===== config.mk =====
export PLATFORM = sky130hd
export DESIGN_NAME = minibyte_seq_alu
export DESIGN_NICKNAME = d
export VERILOG_FILES = /design/src/rtl/minibyte_seq_alu.sv
export SDC_FILE = /design/constraint.sdc
export NUM_CORES = 1
export LEC_CHECK = 0
export ABC_AREA = 1
export BUFFER_PORTS_ARGS = -buffer_cell sky130_fd_sc_hd__buf_4
export CORE_MARGIN = 2
export CORE_UTILIZATION = 45
export DETAILED_ROUTE_END_ITERATION = 10
export GPL_ROUTABILITY_DRIVEN = 0
export PLACE_DENSITY = 0.63
export SLEW_MARGIN = 10
export SYNTH_ARGS = -nofsm -noshare
export SYNTH_HDL_FRONTEND = slang
export SYNTH_SLANG_ARGS = --single-unit

===== constraint.sdc =====
create_clock -name clk -period 3.8 [get_ports clk]
set_clock_uncertainty 0.05 [all_clocks]
set_input_delay 0.38 -clock clk [delete_from_list [all_inputs] [get_ports clk]]
set_output_delay 0.38 -clock clk [all_outputs]
set_load 0.02 [all_outputs]

===== src/rtl/minibyte_seq_alu.sv =====
// Sequential WIDTH-bit ALU with IDLE/EXEC/DONE control; multiply datapath built only with MINIBYTE_ALU_MUL_EN.
// Latency: 1 cycle for most ops, shift-count cycles for rotate-by-B, WIDTH cycles for multiply.
// Backpressure: result held in DONE until out_ready; in_ready only in IDLE, so accepts are >= 2 cycles apart.
module minibyte_seq_alu #(
  parameter int WIDTH = 8
) (
  input  logic             clk,
  input  logic             rst_n,
  input  logic             in_valid,
  output logic             in_ready,
  input  logic [WIDTH-1:0] a_in,
  input  logic [WIDTH-1:0] b_in,
  input  logic [3:0]       op_in,
  output logic             out_valid,
  input  logic             out_ready,
  output logic [WIDTH-1:0] res_out,
  output logic             flag_z_out,
  output logic             flag_n_out,
  output logic             flag_c_out,
  output logic             flag_v_out,
  output logic             busy_out
);
  localparam int SW = $clog2(WIDTH);
  localparam int CW = SW + 1;

  localparam logic [1:0] IDLE = 2'd0;
  localparam logic [1:0] EXEC = 2'd1;
  localparam logic [1:0] DONE = 2'd2;

  localparam logic [3:0] OP_PASS_A = 4'h0;
  localparam logic [3:0] OP_PASS_B = 4'h1;
  localparam logic [3:0] OP_ADD    = 4'h2;
  localparam logic [3:0] OP_SUB    = 4'h3;
  localparam logic [3:0] OP_AND    = 4'h4;
  localparam logic [3:0] OP_OR     = 4'h5;
  localparam logic [3:0] OP_XOR    = 4'h6;
  localparam logic [3:0] OP_ROT1   = 4'h7;
  localparam logic [3:0] OP_ROLN   = 4'h8;
  localparam logic [3:0] OP_MUL    = 4'h9;

  function automatic logic [WIDTH-1:0] rotl1(input logic [WIDTH-1:0] x);
    return {x[WIDTH-2:0], x[WIDTH-1]};
  endfunction

  function automatic logic [WIDTH-1:0] rotr1(input logic [WIDTH-1:0] x);
    return {x[0], x[WIDTH-1:1]};
  endfunction

  logic [1:0]       state;
  logic             rdy_q;
  logic [WIDTH-1:0] a_q;
  logic [3:0]       op_q;
  logic [CW-1:0]    cnt;
  logic [WIDTH-1:0] res_q;
  logic             z_q, n_q, c_q, v_q;

  logic             accept;
  logic [WIDTH:0]   sum;
  logic [WIDTH-1:0] diff;
  logic [SW-1:0]    rot_cnt;
  logic [WIDTH-1:0] alu_res;
  logic             alu_c, alu_v;
  logic [WIDTH-1:0] exec_res;
  logic             exec_c;
  logic             exec_last;

`ifdef MINIBYTE_ALU_MUL_EN
  logic [WIDTH-1:0]   b_q;
  logic [2*WIDTH-1:0] a_sh;
  logic [2*WIDTH-1:0] prod;
  logic [2*WIDTH-1:0] prod_nxt;
`endif

  // rdy_q keeps in_ready low through reset and until the first edge after release
  assign in_ready   = rdy_q && (state == IDLE);
  assign out_valid  = (state == DONE);
  assign busy_out   = (state == EXEC);
  assign res_out    = res_q;
  assign flag_z_out = z_q;
  assign flag_n_out = n_q;
  assign flag_c_out = c_q;
  assign flag_v_out = v_q;

  assign accept    = in_valid && in_ready;
  assign sum       = {1'b0, a_in} + {1'b0, b_in};
  assign diff      = a_in - b_in;
  assign rot_cnt   = b_in[SW-1:0];
  assign exec_last = (cnt == CW'(1));

  always_comb begin
    alu_res = '0;
    alu_c   = 1'b0;
    alu_v   = 1'b0;
    case (op_in)
      OP_PASS_A: alu_res = a_in;
      OP_PASS_B: alu_res = b_in;
      OP_ADD: begin
        alu_res = sum[WIDTH-1:0];
        alu_c   = sum[WIDTH];
        alu_v   = (a_in[WIDTH-1] == b_in[WIDTH-1]) && (sum[WIDTH-1] != a_in[WIDTH-1]);
      end
      OP_SUB: begin
        alu_res = diff;
        alu_c   = (a_in < b_in);
        alu_v   = (a_in[WIDTH-1] != b_in[WIDTH-1]) && (diff[WIDTH-1] != a_in[WIDTH-1]);
      end
      OP_AND:  alu_res = a_in & b_in;
      OP_OR:   alu_res = a_in | b_in;
      OP_XOR:  alu_res = a_in ^ b_in;
      OP_ROT1: alu_res = b_in[WIDTH-1] ? rotl1(a_in) : rotr1(a_in);
      OP_ROLN: alu_res = a_in; // only reached with a zero shift count
      default: alu_res = '0;
    endcase
  end

  // Value the EXEC step would produce if this is its last cycle
  always_comb begin
    exec_res = '0;
    exec_c   = 1'b0;
`ifdef MINIBYTE_ALU_MUL_EN
    prod_nxt = prod + (b_q[0] ? a_sh : '0);
`endif
    if (op_q == OP_ROLN) begin
      exec_res = rotl1(a_q);
    end
`ifdef MINIBYTE_ALU_MUL_EN
    else if (op_q == OP_MUL) begin
      exec_res = prod_nxt[WIDTH-1:0];
      exec_c   = |prod_nxt[2*WIDTH-1:WIDTH];
    end
`endif
  end

  always_ff @(posedge clk or negedge rst_n) begin
    if (!rst_n) begin
      state <= IDLE;
      rdy_q <= 1'b0;
      a_q   <= '0;
      op_q  <= '0;
      cnt   <= '0;
      res_q <= '0;
      z_q   <= 1'b0;
      n_q   <= 1'b0;
      c_q   <= 1'b0;
      v_q   <= 1'b0;
`ifdef MINIBYTE_ALU_MUL_EN
      b_q   <= '0;
      a_sh  <= '0;
      prod  <= '0;
`endif
    end else begin
      rdy_q <= 1'b1;
      case (state)
        IDLE: begin
          if (accept) begin
            a_q  <= a_in;
            op_q <= op_in;
`ifdef MINIBYTE_ALU_MUL_EN
            b_q  <= b_in;
            a_sh <= {{WIDTH{1'b0}}, a_in};
            prod <= '0;
`endif
            if (op_in == OP_ROLN && rot_cnt != '0) begin
              state <= EXEC;
              cnt   <= CW'(rot_cnt);
            end
`ifdef MINIBYTE_ALU_MUL_EN
            else if (op_in == OP_MUL) begin
              state <= EXEC;
              cnt   <= CW'(WIDTH);
            end
`endif
            else begin
              state <= DONE;
              res_q <= alu_res;
              z_q   <= (alu_res == '0);
              n_q   <= alu_res[WIDTH-1];
              c_q   <= alu_c;
              v_q   <= alu_v;
            end
          end
        end
        EXEC: begin
          cnt <= cnt - CW'(1);
          a_q <= rotl1(a_q);
`ifdef MINIBYTE_ALU_MUL_EN
          prod <= prod_nxt;
          a_sh <= a_sh << 1;
          b_q  <= b_q >> 1;
`endif
          if (exec_last) begin
            state <= DONE;
            res_q <= exec_res;
            z_q   <= (exec_res == '0);
            n_q   <= exec_res[WIDTH-1];
            c_q   <= exec_c;
            v_q   <= 1'b0;
          end
        end
        DONE: begin
          if (out_ready) state <= IDLE;
        end
        default: state <= IDLE;
      endcase
    end
  end

endmodule

==> run summary <==
run status: finished clean
setup violators final: 0
leak pwr: 1.866 nW
fmax: 470.8 MHz
Initial Util: 0.4615
H-tree levels: 2
Hold Path Class: in2reg
Sw Ratio: 0.4428
CP max stage delay: 460 ps
Max VDD drop: 0.0001825 V
sequential share of the synthesized area: 0.2408
cell area after synthesis: 3118 µm²
share of the synthesized area in the top cell type: 0.2408
Cell Rows: 30
crit-path cells: nor2_1 > inv_1 > nor2_2 > nand2_1 > nand2_1 > nand2_1 > inv_1 > nand3_4 > inv_1 > o211ai_1 > nand2_1
combinational share of power: 0.486
n_diodes: 0
dominant synthesized flop cell: dfrtp_1
post-route clock period utilization: 0.5590
gate count of the mapped netlist: 494
RSZ-0062 raised after global routing: no
post-synthesis xor/xnor area fraction: 0.01124
Reg power frac: 0.335
Setup CP Type: reg2reg
combinational family with the most area after synthesis: simple AND/OR/NAND/NOR gates
YS warnings: 0
CP Max Fanout: 17
clk sinks: 30
Compound-Gate Fraction of Synth Area: 0.1380
CP arrival: 2290 ps
Crit. End Element: register
share of cells above drive strength 1: 0.1307
Mapped Avg Cell Area: 6.312 µm²
FF+latch count, synth: 30
root buffer cell: clkbuf_8
pin count of the biggest net entering global routing: 31
Tot GR Track Use: 0.2430
first-pass GRT wire length: 14410 µm
die height: 87.24 µm
CTS tree: done
die width: 87.24 µm
IO Pins: 39
Die Area: 7611 µm²
Distinct cells, synth: 34
Setup TNS Final: 0 ps
Worst Tran Pin Value: 515.6 ps
DRT iter0 DRCs: 167
worst-case clock buffer depth: 2
cell mode on critical path: nand2_1
Min Clock Period, post-route: 2124 ps
vias in the first global route: 2931
WL final: 9023 µm
DRC: 0
Setup WS pre-CTS: 1520 ps
setup ws final: 1676 ps
Clk pwr share: 0.179
area of the multi-input gates: 2018 µm²
Worst Path Required: 3970 ps
routed len/inst: 14.84 µm
async set-reset flop share out of synthesis: 1.000
mux cell area share after synthesis: 0
area growth from synthesis to layout: 13.32%
top cell type by total area after synthesis: dfrtp_1
worst skew pair latency: 280 ps
Worst-path clk slew: 70 ps
total grt overflow: 0
Synth Area in Adders: 0.1172
P per Cell Area: 435.5 nW/µm²
Critical Path Source Type: register
Psw: 681.4 µW
synth cell count leaders: nand2_1, inv_1, nand3_1
Pre-Repair DR Iteration Count: 5
top-count cell post-synth: nand2_1
Simple-Gate Fraction of Synth Area: 0.3796
Net count, final: 579
antenna violations before repair: 0
total CTS buffers: 5
Synth area leaders: dfrtp_1, nand2_1, ha_1
final hold vios: 0
syn nets: 546
slew margin rel.: 0.6559
IO buf count: 38
slowest stage cell, crit path: dfrtp_1
internal power: 857.6 µW
Post-DRT Antenna Nets: 0
dpl hpwl: 6953 µm
FF/Latch Area: 750.7 µm²
MaxCap Viol Count: 0
Post-synth EDFFs: 0
pins over their slew limit: 0
via/cell ratio: 5.360
core area: 6756 µm²
filler instances: 716
vias after detailed routing: 3259
[flip-flops by register name, indices dropped and copies added (netlist names)]
register,cells
op_q,4
rdy_q,1
res_out,8
flag_c_out,1
state,2
flag_v_out,1
cnt,4
flag_z_out,1
a_q,8
[layout by cell type, fill, tap and decap left out, drive strengths merged, types with 6 or more instances in the layout]
cell and n:
o21ai 35, inv 67, a21oi 21, o211ai 13
dfrtp 30, ha 26, buf 41, clkbuf 6
nor2 52, nand2 150, nand3 60
[final timing paths]
check | startpoint | end | slack (ps) | cells after the start
max | state[0] | res_out[6] | 1680 | 11
min | out_ready | state[1] | 210 | 2
max reg2reg | state[0] | res_out[6] | 1680 | 11
min reg2reg | res_out[5] | res_out[5] | 430 | 2
max in group asynchronous | rst_n | res_out[5] | 2890 | 2
min in group asynchronous | rst_n | rdy_q | 510 | 2
[final cells by class]
class,instances,area share
inverter,67,0.07118
timing repair buffer,42,0.08994
multi-input combinational,381,0.5712
clock inverter,2,0.003541
clock buffer,6,0.02337
tap,80,0.02833
sequential,30,0.2125
[repair_timing]
item / 4_1_cts / 5_1_grt
hold endpoints to repair: 30 / 0
buffers inserted: 0 / 0
hold buffers: 1 / 0
resized for setup: 0 / 0
[critical path: cells and delay by family (launching register included)]
kind / cells / cell delay [ps]
and+or+nand+nor: 7 / 1020
DFF: 1 / 460
buffers and inverters: 3 / 390
AOI/OAI and AO/OA: 1 / 130
[cell families (layout without fill, tap and decap cells)]
family,after synthesis,in the layout
adder cells (fa/ha/maj),28,28
XOR/XNOR,4,4
AO/OA/AOI/OAI,76,76
buffers and inverters,83,117
AND/OR/NAND/NOR,272,272
other,1,1
flip-flops,30,30
[power by group through the flow]
stage	sequential (mW)	clock (mW)	combinational, mW
6_report	0.515	0.276	0.748
5_1_grt	0.531	0.295	0.845
3_5_place_dp	0.521	0	0.745
2_1_floorplan	0.563	0	0.466
3_3_place_gp	0.517	0	0.735
4_1_cts	0.516	0.285	0.748
[routing by layer]
metal  wire, µm  vias to the layer above  global-route usage  share of wire
met2       3936                       95              0.3864           0.44
met4        310                        0              0.1063          0.034
li1           -                     1651                   -              -
met1       4336                     1492              0.3343           0.48
met3        439                       21             0.02275          0.049
met5          0                        -                   0              0
[metrics by stage]
step,util,instance area [µm²],hold slack (ps),power [mW],cells
after floorplan,-,3118,34.41,1.029,494
after global placement,0.5074,3428,282.6,1.252,599
after detailed placement,0.5074,3428,286.0,1.266,599
after CTS,0.5230,3533,206.2,1.549,608
after global routing,0.5230,3533,209.6,1.671,608
final,0.5230,3533,209.5,1.539,608
Power figures use the tool's default switching activity.
